[src/rtl/tl_burst_arbiter_pkg.sv]
// Shared types and helpers for the TileLink A-channel burst arbiter.
// Beat counting turns a_size into the number of data beats a request occupies.
package tl_burst_arbiter_pkg;

  typedef enum logic {ArbIdle, ArbLocked} arb_state_e;

  // Only data-carrying requests larger than one beat span multiple beats.
  function automatic int unsigned tl_burst_beats(input int unsigned size,
                                                 input logic        has_data,
                                                 input int unsigned beat_bytes_log);
    if (has_data && (size > beat_bytes_log)) begin
      return 32'd1 << (size - beat_bytes_log);
    end
    return 32'd1;
  endfunction

endpackage

[src/rtl/tl_burst_arbiter_picker.sv]
// Combinational round-robin picker: first set request at or above the
// pointer, wrapping past the top link back to link 0.
module tl_rr_picker #(
  parameter int  NumLinks  = 4,
  localparam int LinkWidth = (NumLinks > 1) ? $clog2(NumLinks) : 1
) (
  input  logic [NumLinks-1:0]  req_i,
  input  logic [LinkWidth-1:0] ptr_i,
  output logic [NumLinks-1:0]  onehot_o,
  output logic [LinkWidth-1:0] idx_o,
  output logic                 any_o
);

  logic [LinkWidth-1:0] w_pos;

  // Scan from the farthest candidate down so the last hit is the closest to ptr_i.
  always_comb begin
    onehot_o = '0;
    idx_o    = '0;
    any_o    = 1'b0;
    w_pos    = '0;
    for (int i = NumLinks - 1; i >= 0; i--) begin
      w_pos = LinkWidth'((int'(ptr_i) + i) % NumLinks);
      if (req_i[w_pos]) begin
        onehot_o        = '0;
        onehot_o[w_pos] = 1'b1;
        idx_o           = w_pos;
        any_o           = 1'b1;
      end
    end
  end

endmodule

[src/rtl/tl_burst_arbiter.sv]
// Round-robin A-channel arbiter that locks the grant for every beat of a
// multi-beat burst and advances fairness only when the burst completes.
module tl_burst_arbiter
  import tl_burst_arbiter_pkg::*;
#(
  parameter int  NumLinks  = 4,
  parameter int  DataWidth = 64,
  parameter int  SizeWidth = 3,
  parameter int  MaxSize   = 6,
  localparam int LinkWidth = (NumLinks > 1) ? $clog2(NumLinks) : 1
) (
  input  logic                          clk_i,
  input  logic                          rst_ni,
  input  logic [NumLinks-1:0]           req_valid_i,
  input  logic [NumLinks*SizeWidth-1:0] req_size_i,
  input  logic [NumLinks-1:0]           req_has_data_i,
  output logic [NumLinks-1:0]           req_ready_o,
  output logic                          out_valid_o,
  input  logic                          out_ready_i,
  output logic [NumLinks-1:0]           gnt_o,
  output logic [LinkWidth-1:0]          gnt_idx_o,
  output logic                          locked_o
);

  localparam int BeatBytesLog = $clog2(DataWidth / 8);
  localparam int CntW         = MaxSize - BeatBytesLog + 1;

  function automatic logic [LinkWidth-1:0] next_ptr(input logic [LinkWidth-1:0] idx);
    return LinkWidth'((int'(idx) + 1) % NumLinks);
  endfunction

  arb_state_e           r_state, w_state_nxt;
  logic [LinkWidth-1:0] r_rr_ptr, w_rr_ptr_nxt;
  logic [LinkWidth-1:0] r_lock_idx, w_lock_idx_nxt;
  logic [CntW-1:0]      r_beat_cnt, w_beat_cnt_nxt;

  logic [NumLinks-1:0]  w_pick_onehot;
  logic [LinkWidth-1:0] w_pick_idx;
  logic                 w_pick_any;
  logic [SizeWidth-1:0] w_win_size;
  logic                 w_win_has_data;
  int unsigned          w_win_beats;

  logic [NumLinks-1:0]  w_gnt, w_req_ready;
  logic [LinkWidth-1:0] w_gnt_idx;
  logic                 w_out_valid, w_locked, w_fire;

  tl_rr_picker #(.NumLinks(NumLinks)) u_picker (
    .req_i    (req_valid_i),
    .ptr_i    (r_rr_ptr),
    .onehot_o (w_pick_onehot),
    .idx_o    (w_pick_idx),
    .any_o    (w_pick_any)
  );

  assign w_win_size     = req_size_i[w_pick_idx*SizeWidth +: SizeWidth];
  assign w_win_has_data = req_has_data_i[w_pick_idx];
  assign w_win_beats    = tl_burst_beats(int'(w_win_size), w_win_has_data, BeatBytesLog);
  assign w_fire         = w_out_valid && out_ready_i;

  always_comb begin
    w_state_nxt    = r_state;
    w_rr_ptr_nxt   = r_rr_ptr;
    w_lock_idx_nxt = r_lock_idx;
    w_beat_cnt_nxt = r_beat_cnt;
    w_gnt          = '0;
    w_gnt_idx      = '0;
    w_out_valid    = 1'b0;
    w_req_ready    = '0;
    w_locked       = 1'b0;
    case (r_state)
      ArbIdle: begin
        w_gnt       = w_pick_onehot;
        w_gnt_idx   = w_pick_idx;
        w_out_valid = w_pick_any;
        if (w_pick_any) begin
          w_req_ready[w_pick_idx] = out_ready_i;
        end
        if (w_fire) begin
          if (w_win_beats == 32'd1) begin
            w_rr_ptr_nxt = next_ptr(w_pick_idx);
          end else begin
            w_state_nxt    = ArbLocked;
            w_lock_idx_nxt = w_pick_idx;
            w_beat_cnt_nxt = CntW'(w_win_beats - 32'd1);
          end
        end
      end
      ArbLocked: begin
        // Only the owner's valid matters; other links wait until the burst ends.
        w_gnt[r_lock_idx]       = 1'b1;
        w_gnt_idx               = r_lock_idx;
        w_out_valid             = req_valid_i[r_lock_idx];
        w_req_ready[r_lock_idx] = out_ready_i;
        w_locked                = 1'b1;
        if (w_fire) begin
          w_beat_cnt_nxt = r_beat_cnt - CntW'(1);
          if (r_beat_cnt == CntW'(1)) begin
            w_state_nxt  = ArbIdle;
            w_rr_ptr_nxt = next_ptr(r_lock_idx);
          end
        end
      end
    endcase
  end

  always_ff @(posedge clk_i) begin
    if (!rst_ni) begin
      r_state    <= ArbIdle;
      r_rr_ptr   <= '0;
      r_lock_idx <= '0;
      r_beat_cnt <= '0;
    end else begin
      r_state    <= w_state_nxt;
      r_rr_ptr   <= w_rr_ptr_nxt;
      r_lock_idx <= w_lock_idx_nxt;
      r_beat_cnt <= w_beat_cnt_nxt;
    end
  end

  // Outputs are held quiet for the whole reset window, not just after the edge.
  assign gnt_o       = rst_ni ? w_gnt       : '0;
  assign gnt_idx_o   = rst_ni ? w_gnt_idx   : '0;
  assign out_valid_o = rst_ni ? w_out_valid : 1'b0;
  assign req_ready_o = rst_ni ? w_req_ready : '0;
  assign locked_o    = rst_ni ? w_locked    : 1'b0;

  a_first_beat_size: assert property (@(posedge clk_i) disable iff (!rst_ni)
    (r_state == ArbIdle && w_fire) |-> (int'(w_win_size) <= MaxSize));

  a_gnt_onehot: assert property (@(posedge clk_i) disable iff (!rst_ni)
    $onehot0(gnt_o));

  a_cnt_iff_locked: assert property (@(posedge clk_i) disable iff (!rst_ni)
    ((r_beat_cnt != '0) == (r_state == ArbLocked)));

endmodule

[config.mk]
export PLATFORM = sky130hd
export DESIGN_NAME = tl_burst_arbiter
export DESIGN_NICKNAME = d
export VERILOG_FILES = /design/src/rtl/tl_burst_arbiter_pkg.sv /design/src/rtl/tl_burst_arbiter_picker.sv /design/src/rtl/tl_burst_arbiter.sv
export SDC_FILE = /design/constraint.sdc
export NUM_CORES = 1
export LEC_CHECK = 0
export BUFFER_PORTS_ARGS = -buffer_cell sky130_fd_sc_hd__clkbuf_2
export CORE_ASPECT_RATIO = 2
export CORE_MARGIN = 2
export CORE_UTILIZATION = 50
export CTS_BUF_LIST = sky130_fd_sc_hd__clkbuf_8
export DETAILED_ROUTE_END_ITERATION = 12
export PLACE_DENSITY = 0.73
export SKIP_LAST_GASP = 1
export SYNTH_ARGS = -nofsm -noshare
export SYNTH_HDL_FRONTEND = slang
export SYNTH_SLANG_ARGS = --single-unit
[constraint.sdc]
create_clock -name clk_i -period 5.7 [get_ports clk_i]
set_input_delay 1.14 -clock clk_i [delete_from_list [all_inputs] [get_ports clk_i]]
set_output_delay 1.14 -clock clk_i [all_outputs]
set_load 0.005 [all_outputs]
== Yosys cells after proc, flatten, opt, wreduce, memory -nomap -nowiden ==
Cells that the tools add are included.

* $mul: 1
* Muxes and demuxes: 64
* Equal/unequal tests: 7
* Shift-type cells: 2
* Reduce and logical (&&, ||, !) cells: 11
* Add/sub/neg operators: 8
* Bitwise gates (word level): 4
* $lt $le $gt $ge: 13

{| class="wikitable"
|+ Operators with widths
! kind !! count
|-
| $mux W32 || 2
|-
| $mux W4 || 10
|-
| $eq A32 B1 Y1 const B || 1
|-
| $shl A1 B32 Y32 const A || 1
|-
| $mux W1 || 24
|-
| $pmux W4 S2 || 3
|-
| $lt A2 B3 Y1 const B || 6
|-
| $mux W2 || 9
|-
| $bmux W1 S2 || 6
|-
| $demux W1 S2 || 6
|-
| $ge A2 B1 Y1 const B || 6
|-
| $shiftx A12 B5 Y3 || 1
|-
| $and A4 B4 Y4 || 2
|-
| $logic_and A1 B1 Y1 || 8
|-
| $pmux W2 S2 || 2
|-
| $sub A4 B1 Y4 const B || 2
|-
| $add A2 B1 Y2 const B || 3
|-
| $ne A2 B2 Y1 const B || 3
|-
| $reduce_and A3 Y1 || 2
|-
| $add A2 B2 Y2 const B || 2
|-
| $eq A4 B1 Y1 const B || 1
|-
| $mul A2 B2 Y4 const B || 1
|-
| $ne A2 B1 Y1 const B || 2
|-
| $pmux W1 S2 || 2
|-
| other kinds (4) || 5
|}

* Input port bits: 23
* Output and inout port bits: 12
* Register bits: 9
* Logic and storage cells: 114

== Longest topological paths before layout ==
* Word-level depth: 17
* Gate-level depth with buffers: 19
* Mapped depth without buffers: 16

== Cells and area by module ==
Synthesis repeated with hierarchy kept, for this count alone.

* Cell total of the unflattened synthesis: 190
* Area total of the unflattened synthesis: 1,530.2 µm²

{| class="wikitable"
|+ By module, submodules not included
! module !! area an instance (µm²) !! seq. area each (µm²) !! cells an instance !! instances
|-
| tl_burst_arbiter || 1,021.0 || 180.2 || 129 || 1
|-
| tl_rr_picker || 509.2 || 0.0 || 61 || 1
|}

== Worst setup path after synthesis ==
Ideal clock, no wire load.

* Path kind: in2reg
* Start: input req_valid_i[1]
* End: register r_beat_cnt[0]
* Setup slack: 1.248 ns
* Stages on the path: 14
* Arrival time: 4.376 ns
* Required time: 5.624 ns
* Path through: buf_2 > mux4_2 > buf_2 > o21ai_1 > o311ai_1 > nand3b_1 > a221o_1 > ha_1 > nor2_1 > a21o_1 > ha_1 > a311o_2 > or3_1 > a31oi_1

* Word-level cells in the longest chain between the ends: 16
* Elaborated cells on any way between the ends: 40
* Classes of those cells: add/sub (2); mul (1); order compare (1); eq/ne (4); shift (2); mux (27); reduce/logical (3)

{| class="wikitable"
|+ RTL lines
! element !! line !! source
|-
| start: declaration || tl_burst_arbiter.sv:14 || <nowiki>input logic [NumLinks-1:0] req_valid_i,</nowiki>
|-
| $bmux W1 S2 || tl_burst_arbiter_picker.sv:24 || <nowiki>if (req_i[w_pos]) begin</nowiki>
|-
| $mux W1 (implied by the code) || tl_burst_arbiter_picker.sv:24 ||
|-
| $mux W2 (4 in a row) || tl_burst_arbiter_picker.sv:24 ||
|-
| $mul A2 B2 Y4 || tl_burst_arbiter.sv:56 || <nowiki>assign w_win_size = req_size_i[w_pick_idx*SizeWidth +: SizeWidth];</nowiki>
|-
| $shiftx A12 B5 Y3 || tl_burst_arbiter.sv:56 ||
|-
| $sub A3 B2 Y4 or $gt A3 B2 Y1 (tied branches) || tl_burst_arbiter_pkg.sv:12, tl_burst_arbiter_pkg.sv:11 ||
|-
| $shl A1 B32 Y32 or $logic_and A1 B1 Y1 (tied branches) || tl_burst_arbiter_pkg.sv:12, tl_burst_arbiter_pkg.sv:11 ||
|-
| $mux W32 or $mux W1 (tied branches) || tl_burst_arbiter_pkg.sv:11 || <nowiki>if (has_data && (size > beat_bytes_log)) begin</nowiki>
|-
| $mux W32 || tl_burst_arbiter_pkg.sv:14 || <nowiki>return 32'd1;</nowiki>
|-
| $sub A4 B1 Y4 || tl_burst_arbiter.sv:85 || <nowiki>w_beat_cnt_nxt = CntW'(w_win_beats - 32'd1);</nowiki>
|-
| $mux W4 || tl_burst_arbiter.sv:80 || <nowiki>if (w_win_beats == 32'd1) begin</nowiki>
|-
| $mux W4 || tl_burst_arbiter.sv:79 || <nowiki>if (w_fire) begin</nowiki>
|-
| $pmux W4 S2 || tl_burst_arbiter.sv:71 || <nowiki>case (r_state)</nowiki>
|-
| end signal: assignment || tl_burst_arbiter.sv:117 || <nowiki>r_beat_cnt <= w_beat_cnt_nxt;</nowiki>
|-
| end: declaration || tl_burst_arbiter.sv:35 || <nowiki>logic [CntW-1:0] r_beat_cnt, w_beat_cnt_nxt;</nowiki>
|}

Parallel ways exist; a longest one is shown, timed or not. The select of a mux whose other input is x is not followed.
A chain may end at the register's enable or synchronous reset.

== Worst setup path after layout ==
* Start: input req_valid_i[1]
* End: register r_beat_cnt[2]

Same word-level chain as after synthesis.

==> results.cfg <==
[placement]
numPortBuffers = 34
dp_hpwl_um = 3230
place_congestion = 0.878

[floorplanning]
die-height_um = 82.7
fp.coreArea_mm2 = 0.00294
die-area_mm2 = 0.00359
die_w_um = 43.4
rows = 28
start_util_pct = 52.7
num_io_pins = 35

[cts]
htreeDepth = 1
postCtsSetupBuffers = 0
cts_hold_repair.buffers = 0
cts_resized = 0
clk_latency_ns = 0.23
numCtsBuffers = 3
clock-sinks = 9
path_clk_slew_ns = 0.05
clock_path_buffers = 2
cts_tree = built
cts_root_buf = clkbuf_8

[setup_path]
path_cells = clkbuf_2, mux4_2, o21ai_1, nand2_1, a221o_1, ha_1, nor2_1, a21o_1, ha_1, a21boi_0, o22a_1, o31ai_1
cp_common_cell = ha_1
worstReg2RegStart = r_rr_ptr[1]
cp_max_fo = 16
r2r_cells = 13
worstPathRequired_ns = 5.79
crit_path_top_delay_cell = mux4_2
path_class = input port to flip-flop
rrSetupSlack_ns = 1.21
start_kind = input port
cp.arrival_ns = 4.62
r2r_end = r_beat_cnt[2]
critPathCaptureType = flip-flop
max_stage_delay_ns = 0.66

[timing]
rsz0062_at_grt = false
fin_crit_sh_pct = 79.5
holdWs_ns = 0.514
period_minus_slack_ns = 4.53
drv_slew = 0
tns_ns = 0
hold_violations = 0
setup_violations = 0
skew_ns = 0.00455
relSlewSlack_pct = 53.3
timing.fmax_mhz = 221
worstMarginPinSlew_ns = 0.694

[power]
p_sw_uw = 391
p_sw_share_pct = 51.0
peakVddDrop_uv = 236
leakage_nw = 0.705
power_frac_clock_pct = 9.4
p_comb_share_pct = 75.8
p_seq_share_pct = 14.8
internal-power_uw = 376
p_per_area_mw_per_mm2 = 443

[run]
maxCapViolations = 0

[logic_synthesis]
ys_types = 56
synth_warnings = 0
synth-async-reset-ratio_pct = 0
ys_ff_latch = 9
synth_area_mm2 = 0.00155
synth_cells = 205
synth_flop_cell = dfxtp_1
synth_seq_area_share_pct = 11.6
avgSynthCellArea_um2 = 7.56
synth-edff-count = 0
syn-num-nets = 241

[route]
routedWlPerCell_um = 15.5
wl_um = 4050
first_iter_violations = 36
drt_pass1_iterations = 4
ant_nets = 0
via_per_inst = 6.10
num_vias = 1593
drc = 0

[finish]
n_antenna_cell = 0
post_route_cells_drive_above_1_share_pct = 23.4
n_fill_cell = 303
finalNetCount = 268
area_delta_synth_final_pct = 11.7

[grt]
grtUsageTotal_pct = 24.3
grt_max_degree = 22
antenna_found_initial = 0
grt_overflow = 0
grt_pass1_wl_um = 6830
grt_pass1_vias = 1570

[hold_path]
whs_path_depth = 2
min_path_type = flip-flop to flip-flop
hold_path_end = r_beat_cnt[0]
hp-start = r_beat_cnt[0]

[run_status]
status = finished clean
-- power groups by stage --
| stage | Sequential [mW] | Combinational, mW | Clock [mW] |
|---|---|---|---|
| after floorplan | 0.0994 | 0.481 | 0 |
| after global placement | 0.114 | 0.573 | 0 |
| after detailed placement | 0.114 | 0.578 | 0 |
| after CTS | 0.112 | 0.582 | 0.0733 |
| after global routing | 0.117 | 0.656 | 0.0772 |
| final | 0.114 | 0.581 | 0.0721 |
-- sequential cells by signal, indices dropped and copies added, names as in the netlist --
name and count:
r_beat_cnt 4, r_lock_idx 2, r_rr_ptr 2, r_state 1
-- final cells by class --
type	instances	area, um^2	area share [%]
Tap cell	30	37.5	2.17
Clock inverter	1	3.75	0.217
Sequential cell	9	180	10.4
Clock buffer	3	41.3	2.38
Multi-Input combinational cell	171	1240	71.7
Timing Repair Buffer	36	185	10.7
Inverter	11	41.3	2.38
-- cells in the final DEF, fill, tap and decap left out, drive strengths merged, types with 3 or more instances in the layout --
master / instances
nand2: 13
nor3b: 4
xnor2: 3
dfxtp: 9
nor2: 29
nor4b: 4
ha: 13
a22oi: 5
nor2b: 6
a21oi: 16
clkbuf: 37
a21boi: 3
a31oi: 3
and2: 4
nand3: 4
nor3: 4
inv: 10
mux2i: 3
nand3b: 4
a211oi: 10
nand2b: 3
mux4: 5
o21ai: 9
-- synthesized netlist by cell type, types with 2 or more instances --
| cell type | count | area (um^2) |
|---|---|---|
| a211oi_1 | 10 | 75.1 |
| a21boi_0 | 2 | 15.0 |
| a21oi_1 | 16 | 80.1 |
| a22oi_1 | 5 | 37.5 |
| a31oi_1 | 3 | 18.8 |
| and2_1 | 4 | 25.0 |
| and3_1 | 2 | 12.5 |
| and4b_1 | 2 | 20.0 |
| buf_2 | 2 | 10.0 |
| buf_6 | 2 | 22.5 |
| clkbuf_1 | 7 | 26.3 |
| clkinv_1 | 2 | 7.51 |
| dfxtp_1 | 9 | 180 |
| ha_1 | 13 | 163 |
| inv_1 | 9 | 33.8 |
| mux2i_1 | 3 | 30.0 |
| mux4_2 | 5 | 113 |
| nand2_1 | 13 | 48.8 |
| nand2b_1 | 3 | 18.8 |
| nand3_1 | 4 | 20.0 |
| nand3b_1 | 4 | 30.0 |
| nor2_1 | 29 | 109 |
| nor2b_1 | 4 | 25.0 |
| nor2b_4 | 2 | 27.5 |
| nor3_1 | 4 | 20.0 |
| nor3b_1 | 4 | 30.0 |
| nor4b_1 | 4 | 35.0 |
| o21ai_0 | 6 | 30.0 |
| o21ai_1 | 2 | 10.0 |
| or3_1 | 2 | 12.5 |
| xnor2_1 | 3 | 26.3 |
-- layer usage --
layer / track usage, % / up-vias / wire (um)
met4: 8.79 / 0 / 82
met5: 0 / - / 0
met2: 48.4 / 25 / 2420
met3: 2.83 / 8 / 62
li1: - / 805 / -
met1: 24.7 / 755 / 1480
-- critical path: cells and delay by family --
family,cells,cell delay (ns)
AOI/OAI and AO/OA,6,1.80
adders and majority gates,2,0.55
buffers and inverters,1,0.17
muxes,1,0.66
and+or+nand+nor,2,0.30
-- metrics by stage --
| stage | setup WS [ns] | power [mW] | instance area [um^2] | instances | util [%] |
|---|---|---|---|---|---|
| 4_1_cts | 1.20 | 0.768 | 1730 | 261 | 58.8 |
| 6_report | 1.17 | 0.767 | 1730 | 261 | 58.8 |
| 3_5_place_dp | 0.981 | 0.692 | 1690 | 257 | 57.3 |
| 2_1_floorplan | 1.25 | 0.581 | 1550 | 205 | - |
| 3_3_place_gp | 1.01 | 0.687 | 1690 | 257 | 57.3 |
| 5_1_grt | 0.928 | 0.849 | 1730 | 261 | 58.8 |
-- worst max path at each step --
stage,from,cells past startpoint,to
after floorplan,req_valid_i[1],14,r_beat_cnt[0]
after CTS,req_valid_i[1],12,r_beat_cnt[0]
final,req_valid_i[1],12,r_beat_cnt[2]
after detailed placement,req_valid_i[1],12,r_beat_cnt[0]
after global routing,r_rr_ptr[1],13,r_beat_cnt[0]
after global placement,req_valid_i[1],12,r_beat_cnt[0]
-- cell families (layout without fill, tap and decap cells) --
logic type / Yosys count / in the layout / synth area share, %
flops: 9 / 9 / 11.6
xor+xnor: 3 / 3 / 1.70
buf+inv: 25 / 51 / 8.23
simple gates: 86 / 86 / 30.3
fa+ha+maj: 13 / 13 / 10.5
mux: 8 / 8 / 9.20
compound gates: 61 / 61 / 28.4
(Power assumes the default switching activity.)
